File: src/rtl/ex_alu_dpath_arb.sv
// ex_alu_dpath_arb
// Shares one ALU datapath (adder/shifter/logic) between four requesters:
// 0 = rglr, 1 = bjp, 2 = agu, 3 = mdv. Single-cycle ops are granted
// round-robin and combinationally, so an op completes in the cycle it is
// granted. A requester can lock the datapath across cycles; a watchdog
// forces the lock free after MAX_LOCK consecutive locked cycles.
//
// Ports:
//   clk, rst             clock (rising edge), asynchronous active-high reset
//   req_valid[3:0]       per-requester request
//   req_ready[3:0]       per-requester grant, one-hot or zero (combinational)
//   req_lock[3:0]        keep the datapath after this handshake
//   req_op[i]            one-hot op per requester (passed through unchecked)
//   req_op1/req_op2[i]   operands per requester
//   dp_valid/op/op1/op2  granted op and operands, zero when nothing granted
//   dp_res               combinational datapath result
//   res                  dp_res broadcast; a requester qualifies it with its ready
//   locked, lock_owner   registered lock state and owner index
//   lock_err             one-cycle pulse after a watchdog forced release
module ex_alu_dpath_arb #(
    parameter int XLEN     = 32,
    parameter int OPW      = 11,
    parameter int MAX_LOCK = 40
) (
    input  logic                      clk,
    input  logic                      rst,
    input  logic [3:0]                req_valid,
    output logic [3:0]                req_ready,
    input  logic [3:0]                req_lock,
    input  logic [3:0][OPW-1:0]       req_op,
    input  logic [3:0][XLEN-1:0]      req_op1,
    input  logic [3:0][XLEN-1:0]      req_op2,
    output logic                      dp_valid,
    output logic [OPW-1:0]            dp_op,
    output logic [XLEN-1:0]           dp_op1,
    output logic [XLEN-1:0]           dp_op2,
    input  logic [XLEN-1:0]           dp_res,
    output logic [XLEN-1:0]           res,
    output logic                      locked,
    output logic [1:0]                lock_owner,
    output logic                      lock_err
);

    localparam int CW = $clog2(MAX_LOCK + 1);

    typedef enum logic [0:0] {
        ST_IDLE   = 1'b0,
        ST_LOCKED = 1'b1
    } state_t;

    state_t          state_r;
    logic [1:0]      rr_ptr_r;
    logic [1:0]      owner_r;
    logic [CW-1:0]   lock_cnt_r;
    logic            lock_err_r;

    logic [7:0]      rot8_s;
    logic [3:0]      rot_s;
    logic [1:0]      off_s;
    logic [1:0]      grant_idx_s;
    logic [3:0]      grant_s;
    logic            hs_s;
    logic            rel_s;
    logic            wd_s;
    logic [OPW-1:0]  mux_op_s;
    logic [XLEN-1:0] mux_op1_s;
    logic [XLEN-1:0] mux_op2_s;

    // Grant selection: rotated priority scan in IDLE, owner-only while LOCKED.
    always_comb begin
        // Bit k of rot_s is the request at index rr_ptr+k (mod 4).
        rot8_s      = {req_valid, req_valid} >> rr_ptr_r;
        rot_s       = rot8_s[3:0];
        off_s       = 2'd0;
        grant_idx_s = 2'd0;
        grant_s     = 4'b0000;
        if (rot_s[0]) begin
            off_s = 2'd0;
        end else if (rot_s[1]) begin
            off_s = 2'd1;
        end else if (rot_s[2]) begin
            off_s = 2'd2;
        end else begin
            off_s = 2'd3;
        end
        case (state_r)
            ST_IDLE: begin
                grant_idx_s = rr_ptr_r + off_s;
                if (|req_valid) begin
                    grant_s = 4'b0001 << grant_idx_s;
                end else begin
                    grant_s = 4'b0000;
                end
            end
            ST_LOCKED: begin
                grant_idx_s = owner_r;
                if (req_valid[owner_r]) begin
                    grant_s = 4'b0001 << owner_r;
                end else begin
                    grant_s = 4'b0000;
                end
            end
            default: begin
                grant_idx_s = 2'd0;
                grant_s     = 4'b0000;
            end
        endcase
    end

    // A grant is only ever given to a valid requester, so any grant is a handshake.
    assign hs_s  = |grant_s;
    assign rel_s = (state_r == ST_LOCKED) && hs_s && !req_lock[owner_r];
    // A release handshake in the limit cycle takes precedence over the watchdog.
    assign wd_s  = (state_r == ST_LOCKED) && (lock_cnt_r == CW'(MAX_LOCK - 1)) && !rel_s;

    // AND-OR datapath mux; ungranted lanes contribute zero so idle outputs stay quiet.
    always_comb begin
        mux_op_s  = '0;
        mux_op1_s = '0;
        mux_op2_s = '0;
        for (int i = 0; i < 4; i++) begin
            mux_op_s  = mux_op_s  | (req_op[i]  & {OPW{grant_s[i]}});
            mux_op1_s = mux_op1_s | (req_op1[i] & {XLEN{grant_s[i]}});
            mux_op2_s = mux_op2_s | (req_op2[i] & {XLEN{grant_s[i]}});
        end
    end

    // Lock FSM, round-robin pointer, watchdog counter and error pulse.
    always_ff @(posedge clk or posedge rst) begin
        if (rst) begin
            state_r    <= ST_IDLE;
            rr_ptr_r   <= 2'd0;
            owner_r    <= 2'd0;
            lock_cnt_r <= '0;
            lock_err_r <= 1'b0;
        end else begin
            case (state_r)
                ST_IDLE: begin
                    lock_err_r <= 1'b0;
                    if (hs_s) begin
                        rr_ptr_r <= grant_idx_s + 2'd1;
                        if (req_lock[grant_idx_s]) begin
                            state_r    <= ST_LOCKED;
                            owner_r    <= grant_idx_s;
                            lock_cnt_r <= '0;
                        end
                    end
                end
                ST_LOCKED: begin
                    if (rel_s) begin
                        state_r    <= ST_IDLE;
                        rr_ptr_r   <= owner_r + 2'd1;
                        lock_cnt_r <= '0;
                        lock_err_r <= 1'b0;
                    end else if (wd_s) begin
                        state_r    <= ST_IDLE;
                        rr_ptr_r   <= owner_r + 2'd1;
                        lock_cnt_r <= '0;
                        lock_err_r <= 1'b1;
                    end else begin
                        lock_err_r <= 1'b0;
                        if (lock_cnt_r != CW'(MAX_LOCK)) begin
                            lock_cnt_r <= lock_cnt_r + CW'(1);
                        end
                    end
                end
                default: begin
                    state_r    <= ST_IDLE;
                    lock_cnt_r <= '0;
                    lock_err_r <= 1'b0;
                end
            endcase
        end
    end

    assign req_ready  = grant_s;
    assign dp_valid   = hs_s;
    assign dp_op      = mux_op_s;
    assign dp_op1     = mux_op1_s;
    assign dp_op2     = mux_op2_s;
    assign res        = dp_res;
    assign locked     = (state_r == ST_LOCKED);
    assign lock_owner = owner_r;
    assign lock_err   = lock_err_r;

endmodule

File: config.mk
export PLATFORM = sky130hd
export DESIGN_NAME = ex_alu_dpath_arb
export DESIGN_NICKNAME = d
export VERILOG_FILES = /design/src/rtl/ex_alu_dpath_arb.sv
export SDC_FILE = /design/constraint.sdc
export NUM_CORES = 1
export LEC_CHECK = 0
export CORE_AREA = 4 4 174 176
export CTS_BUF_LIST = sky130_fd_sc_hd__clkbuf_2 sky130_fd_sc_hd__clkbuf_4 sky130_fd_sc_hd__clkbuf_8
export DETAILED_ROUTE_END_ITERATION = 8
export DIE_AREA = 0 0 178 180
export PLACE_DENSITY = 0.55
export SYNTH_ARGS = -nofsm -noshare
export SYNTH_HDL_FRONTEND = slang
export SYNTH_SLANG_ARGS = --single-unit
File: constraint.sdc
create_clock -name clk -period 4.8 [get_ports clk]
set_input_delay 0.96 -clock clk [delete_from_list [all_inputs] [get_ports clk]]
set_output_delay 0.96 -clock clk [all_outputs]
set_load 0.02 [all_outputs]
* After elaboration in Yosys (flattened, before gate mapping)
Index checks and enable logic that the tools add are counted.
Cells by class: add/subtract/negate cells 4, $mul 0, div/mod/pow operators 0, order comparisons 2, equal/unequal tests 6, shift operators 3, muxes and demuxes 31, bitwise logic cells 22, reductions and logical operators 11
Operators by type and width (count):
- 32-bit bitwise AND | 8
- 32-bit bitwise OR | 6
- 11-bit bitwise AND | 4
- 11-bit bitwise OR | 3
- 6-bit 2-to-1 mux | 5
- 6-bit case mux with 2 select lines | 1
- 1-bit 2-to-1 mux | 10
- 2-bit 2-to-1 mux | 5
- 4-bit 2-to-1 mux | 2
- 2-bit case mux with 2 select lines | 2
- 4-bit case mux with 2 select lines | 1
- 4-bit OR reduction | 2
- 1-bit by 2-bit left shift with 4-bit output (first input constant) | 2
- 8-bit by 2-bit >> shifter with 3-bit output | 1
- 6-bit by 1-bit adder with 6-bit output (second input constant) | 1
- 1-bit binary-select mux with 2-bit select | 3
- 6-bit == test (second input constant) | 1
- 2-bit by 3-bit < comparator with 1-bit output (second input constant) | 2
- 6-bit != test (second input constant) | 1
- 3-bit AND reduction | 2
- 2-bit by 1-bit adder with 2-bit output (second input constant) | 2
- 1-bit logical AND | 4
- 2-bit != test (second input constant) | 2
- 4-bit by 1-bit != test with 1-bit output (second input constant) | 1
- 6 further kinds | 8
Storage, ports and cells: register bits 12, latch bits 0, RAM bits 0, ROM bits 0, logic and storage cells 84, memories kept 0

* Longest topological paths before layout
depth after elaboration 16, gate-level depth with buffers 14, gate-level depth less buffers 11

* Least setup slack after synthesis
OpenSTA, ideal clock, no wires.
path type input port to output port, from input req_valid[3], to output dp_op1[13], arrival time 3238 ps, slack 602 ps, stages 14, buffers on the path 4, cell sequence clkbuf_1 > nand2_1 > a21oi_1 > a211oi_1 > a21oi_1 > ha_1 > inv_1 > a2111oi_2 > a32oi_1 > buf_4 > a32o_2 > buf_6 > buf_6 > a221o_1
On the way: word-level cells in the longest chain between the ends 12, elaborated cells between the ends (all ways) 19, those cells by class add/sub (1); shift (2); mux (8); bitwise (7); reduce/logical (1)
RTL lines:
- from (decl) | RTL line 27 | input logic [3:0] req_valid,
- 8-bit by 2-bit >> shifter with 3-bit output | RTL line 72 | rot8_s = {req_valid, req_valid} >> rr_ptr_r;
- 1-bit 2-to-1 mux | RTL line 81 | end else if (rot_s[2]) begin
- 2-bit 2-to-1 mux | RTL line 79 | end else if (rot_s[1]) begin
- 2-bit 2-to-1 mux | RTL line 77 | if (rot_s[0]) begin
- 2-bit adder | RTL line 88 | grant_idx_s = rr_ptr_r + off_s;
- 1-bit by 2-bit left shift with 4-bit output | RTL line 90 | grant_s = 4'b0001 << grant_idx_s;
- 4-bit 2-to-1 mux | RTL line 89 | if (|req_valid) begin
- 4-bit case mux with 2 select lines * | RTL line 86 | case (state_r)
- 32-bit bitwise AND | RTL line 123 | mux_op1_s = mux_op1_s | (req_op1[i] & {XLEN{grant_s[i]}});
- 32-bit bitwise OR (2 in series) | RTL line 123
- 32-bit bitwise OR * | RTL line 123
- to (decl) | RTL line 35 | output logic [XLEN-1:0] dp_op1,
Mark *: on every way between the ends. The rest lies on a longest branch, timed or not. The select of a mux whose other input is x is not followed.

* Worst setup path after layout
from input req_valid[1], to output dp_op[8]
On the way: word-level cells in the longest chain between the ends 12, elaborated cells between the ends (all ways) 19, those cells by class add/sub (1); shift (2); mux (8); bitwise (7); reduce/logical (1)
RTL lines:
- 8-bit by 2-bit >> shifter with 3-bit output | RTL line 72
- 1-bit 2-to-1 mux | RTL line 81
- 2-bit 2-to-1 mux | RTL line 79
- 2-bit 2-to-1 mux | RTL line 77
- 2-bit adder | RTL line 88
- 1-bit by 2-bit left shift with 4-bit output | RTL line 90
- 4-bit 2-to-1 mux | RTL line 89
- 4-bit case mux with 2 select lines * | RTL line 86
- 11-bit bitwise AND | RTL line 122 | mux_op_s = mux_op_s | (req_op[i] & {OPW{grant_s[i]}});
- 11-bit bitwise OR (2 in series) | RTL line 122
- 11-bit bitwise OR * | RTL line 122
- to (decl) | RTL line 34 | output logic [OPW-1:0] dp_op,
Marks and branches as above.

==> impl_results.html <==
<table>
<tr><th>Metric</th><th>Value</th></tr>
<tr><th colspan="2">Logic synthesis</th></tr>
<tr><td>Synthesized-area fraction occupied by xor and xnor cells</td><td>0.00433</td></tr>
<tr><td>Per-instance average area after synthesis</td><td>a little under 8 µm²</td></tr>
<tr><td>Synth area leader</td><td>sky130_fd_sc_hd__a221o_1</td></tr>
<tr><td>FFs w/ async S/R, synth</td><td>1.00</td></tr>
<tr><td>Nets in the synthesized netlist</td><td>869</td></tr>
<tr><td>Yosys cell types</td><td>49</td></tr>
<tr><td>Synth warn</td><td>0</td></tr>
<tr><td>Top cell types by occurrence after synthesis</td><td>sky130_fd_sc_hd__o21ai_0, sky130_fd_sc_hd__a221o_1, sky130_fd_sc_hd__a222oi_1, sky130_fd_sc_hd__a22oi_1, sky130_fd_sc_hd__clkbuf_1</td></tr>
<tr><td>Cell area after technology mapping</td><td>between 0.004 and 0.005 mm²</td></tr>
<tr><td>Post-synthesis compound-gate area fraction</td><td>0.660</td></tr>
<tr><td>Most used flip-flop cell after synthesis</td><td>sky130_fd_sc_hd__dfrtp_1</td></tr>
<tr><td>Cells after Synth</td><td>around 520</td></tr>
<tr><td>Largest cells by area after synthesis</td><td>sky130_fd_sc_hd__a221o_1, sky130_fd_sc_hd__a222oi_1, sky130_fd_sc_hd__a22oi_1</td></tr>
<tr><td>Number of enable flip-flop cells after synthesis</td><td>0</td></tr>
<tr><td>Register area share after synthesis</td><td>0.0743</td></tr>
<tr><td>Multiplexer share of the synthesized area</td><td>0.0238</td></tr>
<tr><td>Simple-gate portion of the synthesized area</td><td>0.0687</td></tr>
<tr><td>Share of synthesized cell area in full adder, half adder and majority cells</td><td>0.0124</td></tr>
<tr><td>Most common cell in the synthesized netlist</td><td>sky130_fd_sc_hd__o21ai_0</td></tr>
<tr><td>Dominant combinational cell family by area after synthesis</td><td>compound AO/OA/AOI/OAI gates</td></tr>
<tr><td>Area share of the leading cell type in the synthesized netlist</td><td>0.186</td></tr>
<tr><td>Number of storage elements in the synthesis netlist</td><td>12</td></tr>
<tr><th colspan="2">Global routing</th></tr>
<tr><td>All-layer global routing usage</td><td>0.149</td></tr>
<tr><td>Global-route wire length before repair</td><td>roughly 38000 µm</td></tr>
<tr><td>Pin count of the biggest net entering global routing</td><td>43</td></tr>
<tr><td>Overall overflow remaining after global route</td><td>0</td></tr>
<tr><td>Number of global-route vias before repair</td><td>around 6600</td></tr>
<tr><td>Initial antenna violation count</td><td>4</td></tr>
<tr><th colspan="2">Timing</th></tr>
<tr><td>Fmax</td><td>210 MHz</td></tr>
<tr><td>Worst clock skew on the final layout</td><td>between 0.003 and 0.004 ns</td></tr>
<tr><td>Final sum of negative setup slack</td><td>0 ns</td></tr>
<tr><td>Max transition margin</td><td>0.634</td></tr>
<tr><td>Final critical delay including setup and external delays</td><td>~4.8 ns</td></tr>
<tr><td>Hold violation count in the final report</td><td>0</td></tr>
<tr><td>Portion of the clock cycle consumed by the worst path in the final layout</td><td>0.993</td></tr>
<tr><td>Pins Over Slew Limit</td><td>0</td></tr>
<tr><td>Setup repair after global routing missed its margin</td><td>yes</td></tr>
<tr><td>Number of endpoints failing setup at the final stage</td><td>0</td></tr>
<tr><td>Transition time at the pin with the least slew margin</td><td>0.549 ns</td></tr>
<tr><th colspan="2">Worst setup path</th></tr>
<tr><td>Crit path max-delay cell type</td><td>sky130_fd_sc_hd__clkdlybuf4s50_1</td></tr>
<tr><td>Start-to-end type of the worst setup path</td><td>input port to output pin</td></tr>
<tr><td>Worst Reg-to-Reg Cells</td><td>13</td></tr>
<tr><td>Critical path capture point type</td><td>output pin</td></tr>
<tr><td>Worst reg2reg endpoint</td><td>lock_cnt_r[3]</td></tr>
<tr><td>Slowest cell delay on critical path</td><td>0.42 ns</td></tr>
<tr><td>Startpoint of the worst-slack reg-to-reg timing path</td><td>rr_ptr_r[1]</td></tr>
<tr><td>Worst Path Max Fanout</td><td>17</td></tr>
<tr><td>Setup slack of the most critical reg-to-reg path</td><td>approximately 1.6 ns</td></tr>
<tr><td>Critical path launch point</td><td>req_valid[1]</td></tr>
<tr><td>Startpoint kind of the worst setup timing path</td><td>input port</td></tr>
<tr><td>CP arrival</td><td>3.81 ns</td></tr>
<tr><td>Critical path data required time</td><td>between 3 and 4 ns</td></tr>
<tr><td>Cell-by-cell trace of the critical path</td><td>clkdlybuf4s50_1 -&gt; buf_4 -&gt; o32a_1 -&gt; a21oi_2 -&gt; ha_2 -&gt; inv_2 -&gt; a2111oi_4 -&gt; a32oi_4 -&gt; a32o_4 -&gt; buf_12 -&gt; clkbuf_16 -&gt; a221o_1 -&gt; buf_2</td></tr>
<tr><th colspan="2">Clock tree</th></tr>
<tr><td>CTS Sinks</td><td>12</td></tr>
<tr><td>Root buffer selected by CTS</td><td>sky130_fd_sc_hd__clkbuf_8</td></tr>
<tr><td>CTS tree</td><td>built</td></tr>
<tr><td>Clock H-tree levels</td><td>1</td></tr>
<tr><td># hold bufs at CTS</td><td>0</td></tr>
<tr><td>Number of buffers created by CTS</td><td>3</td></tr>
<tr><td>Number of buffers between clock root and the deepest sink</td><td>2</td></tr>
<tr><td>Clock transition at path regs</td><td>roughly 0.050 ns</td></tr>
<tr><td>Skew-Pair Late Insertion Delay</td><td>0.24 ns</td></tr>
<tr><th colspan="2">Floorplan</th></tr>
<tr><td>Number of core rows</td><td>62</td></tr>
<tr><td>Area of the core region</td><td>~0.029 mm²</td></tr>
<tr><td>Die span in x</td><td>178 µm</td></tr>
<tr><td>Vert. Die Dim</td><td>180 µm</td></tr>
<tr><td>Initial Utilization</td><td>0.141</td></tr>
<tr><td>Ports placed on the boundary</td><td>between 400 and 500</td></tr>
<tr><td>Die Footprint</td><td>~0.032 mm²</td></tr>
<tr><th colspan="2">Route</th></tr>
<tr><td>Vias</td><td>~6700</td></tr>
<tr><td>DR pass1 iterations</td><td>6</td></tr>
<tr><td>Vias/cell</td><td>approximately 5.3</td></tr>
<tr><td>Post-detailed-routing wire length</td><td>~29000 µm</td></tr>
<tr><td>Remaining design rule violation count</td><td>0</td></tr>
<tr><td>DR iter-0 viols</td><td>~640</td></tr>
<tr><td>Count of antenna-violating nets left after detailed routing</td><td>0</td></tr>
<tr><td>Routed wire length per instance</td><td>between 20 and 25 µm</td></tr>
<tr><th colspan="2">Placement</th></tr>
<tr><td>Post-Place Cell Area</td><td>0.00850 mm²</td></tr>
<tr><td>Final GP Congestion</td><td>between 0.8 and 0.9</td></tr>
<tr><td>Placed wire-length estimate</td><td>around 21000 µm</td></tr>
<tr><td>Inst Count DP</td><td>~1200</td></tr>
<tr><td>IO buf count</td><td>just under 400</td></tr>
<tr><th colspan="2">Worst hold path</th></tr>
<tr><td>Hold wc startpoint</td><td>lock_cnt_r[5]</td></tr>
<tr><td>Min-Delay Path Depth</td><td>2</td></tr>
<tr><td>Worst Hold Class</td><td>flip-flop to flip-flop</td></tr>
<tr><td>Worst hold path endpoint</td><td>lock_cnt_r[5]</td></tr>
<tr><th colspan="2">Finish</th></tr>
<tr><td>Relative area change from synthesis to final layout</td><td>110%</td></tr>
<tr><td>Fin cells</td><td>~1300</td></tr>
<tr><td>Final #Nets</td><td>1227</td></tr>
<tr><td>Final std cell area, no fill</td><td>0.00848 mm²</td></tr>
<tr><td>Post-Route Utilization</td><td>0.296</td></tr>
<tr><td>Share of post-route cells with drive strength above 1</td><td>0.183</td></tr>
<tr><td>Number of filler cells placed in the layout</td><td>between 2000 and 3000</td></tr>
<tr><th colspan="2">Power and ir drop</th></tr>
<tr><td>Worst vdd ir</td><td>347 µV</td></tr>
<tr><td>Overall Power</td><td>6620 µW</td></tr>
<tr><td>Cell area power density</td><td>roughly 780 mW/mm²</td></tr>
<tr><td>Leakage component of the power</td><td>0.00315 µW</td></tr>
<tr><th colspan="2">Job</th></tr>
<tr><td>Max capacitance violation total</td><td>0</td></tr>
<tr><th colspan="2">Run status</th></tr>
<tr><td>Result of the run</td><td>completed</td></tr>
</table>
what timing repair did:
action                     CTS  global route
setup endpoints to repair   79            79
resized for setup          175           118
cloned                       0             5
pin swaps                    1             5
setup buffers                1             6
cell usage in the layout, fill, tap and decap left out, drive strengths merged, types with 3 or more instances in the layout:
cell type / instances
a222oi: 75
ha: 4
a21o: 3
nor2b: 5
nor3: 7
o21ai: 84
nand2: 6
a21oi: 8
diode: 4
nor2: 8
and2: 3
nand3: 4
buf: 85
clkdlybuf4s50: 311
dlymetal6s2s: 5
a221o: 75
nor3b: 3
mux2: 3
nand2b: 4
clkbuf: 54
a22oi: 75
mux2i: 4
dfrtp: 12
inv: 12
state kept, by name, indices dropped and copies added, names as in the netlist:
name and flops:
lock_cnt_r 6, lock_err 1, lock_owner 2, locked 1, rr_ptr_r 2
through the flow:
stage	setup WS, ns	hold WS, ns
5_1_grt	-0.0635	0.626
4_1_cts	0.000592	0.586
6_report	0.0327	0.575
3_3_place_gp	-0.534	0.554
3_5_place_dp	-0.443	0.570
2_1_floorplan	0.602	0.523
worst max-delay path by stage:
| stage | depth (start not counted) | endpoint |
|---|---|---|
| after floorplan | 14 | dp_op1[13] |
| after global placement | 14 | dp_op2[28] |
| after detailed placement | 14 | dp_op2[28] |
| after CTS | 15 | dp_op1[9] |
| after global routing | 13 | dp_op[8] |
| final | 13 | dp_op[8] |
power by group:
part | switching (µW) | internal (µW)
combinational | 3550 | 2750
clock | 36.8 | 55.3
sequential | 85.1 | 140
total | 3670 | 2950
cell type report:
class,instances,area [µm²],area share
Timing Repair Buffer,456,4390,0.518
Multi-Input combinational cell,396,3210,0.379
Tap cell,384,480,0.0566
Sequential cell,12,300,0.0354
Inverter,12,45.0,0.00531
Clock buffer,3,41.3,0.00487
Antenna cell,4,10.0,0.00118
worst max-delay path: cells and delay by family:
family	cells	cell delay, ns
AO/OA/AOI/OAI	6	1.51
buffers and inverters	6	1.14
adder cells (fa/ha/maj)	1	0.19
routing by layer:
| layer | up-vias | GRT usage | wire length, µm |
|---|---|---|---|
| li1 | 3036 | - | - |
| met1 | 3209 | 0.180 | 11200 |
| met2 | 434 | 0.261 | 13800 |
| met3 | 38 | 0.0351 | 2900 |
| met4 | 0 | 0.0418 | 654 |
| met5 | - | 0 | 0 |
cell families after synthesis:
family / Yosys count
AO/OA/AOI/OAI: 333
XOR/XNOR: 2
adder cells (fa/ha/maj): 4
buffers and inverters: 115
flip-flops: 12
multiplexers: 8
AND/OR/NAND/NOR: 49
Note: power is estimated with default switching activity, not from simulation.
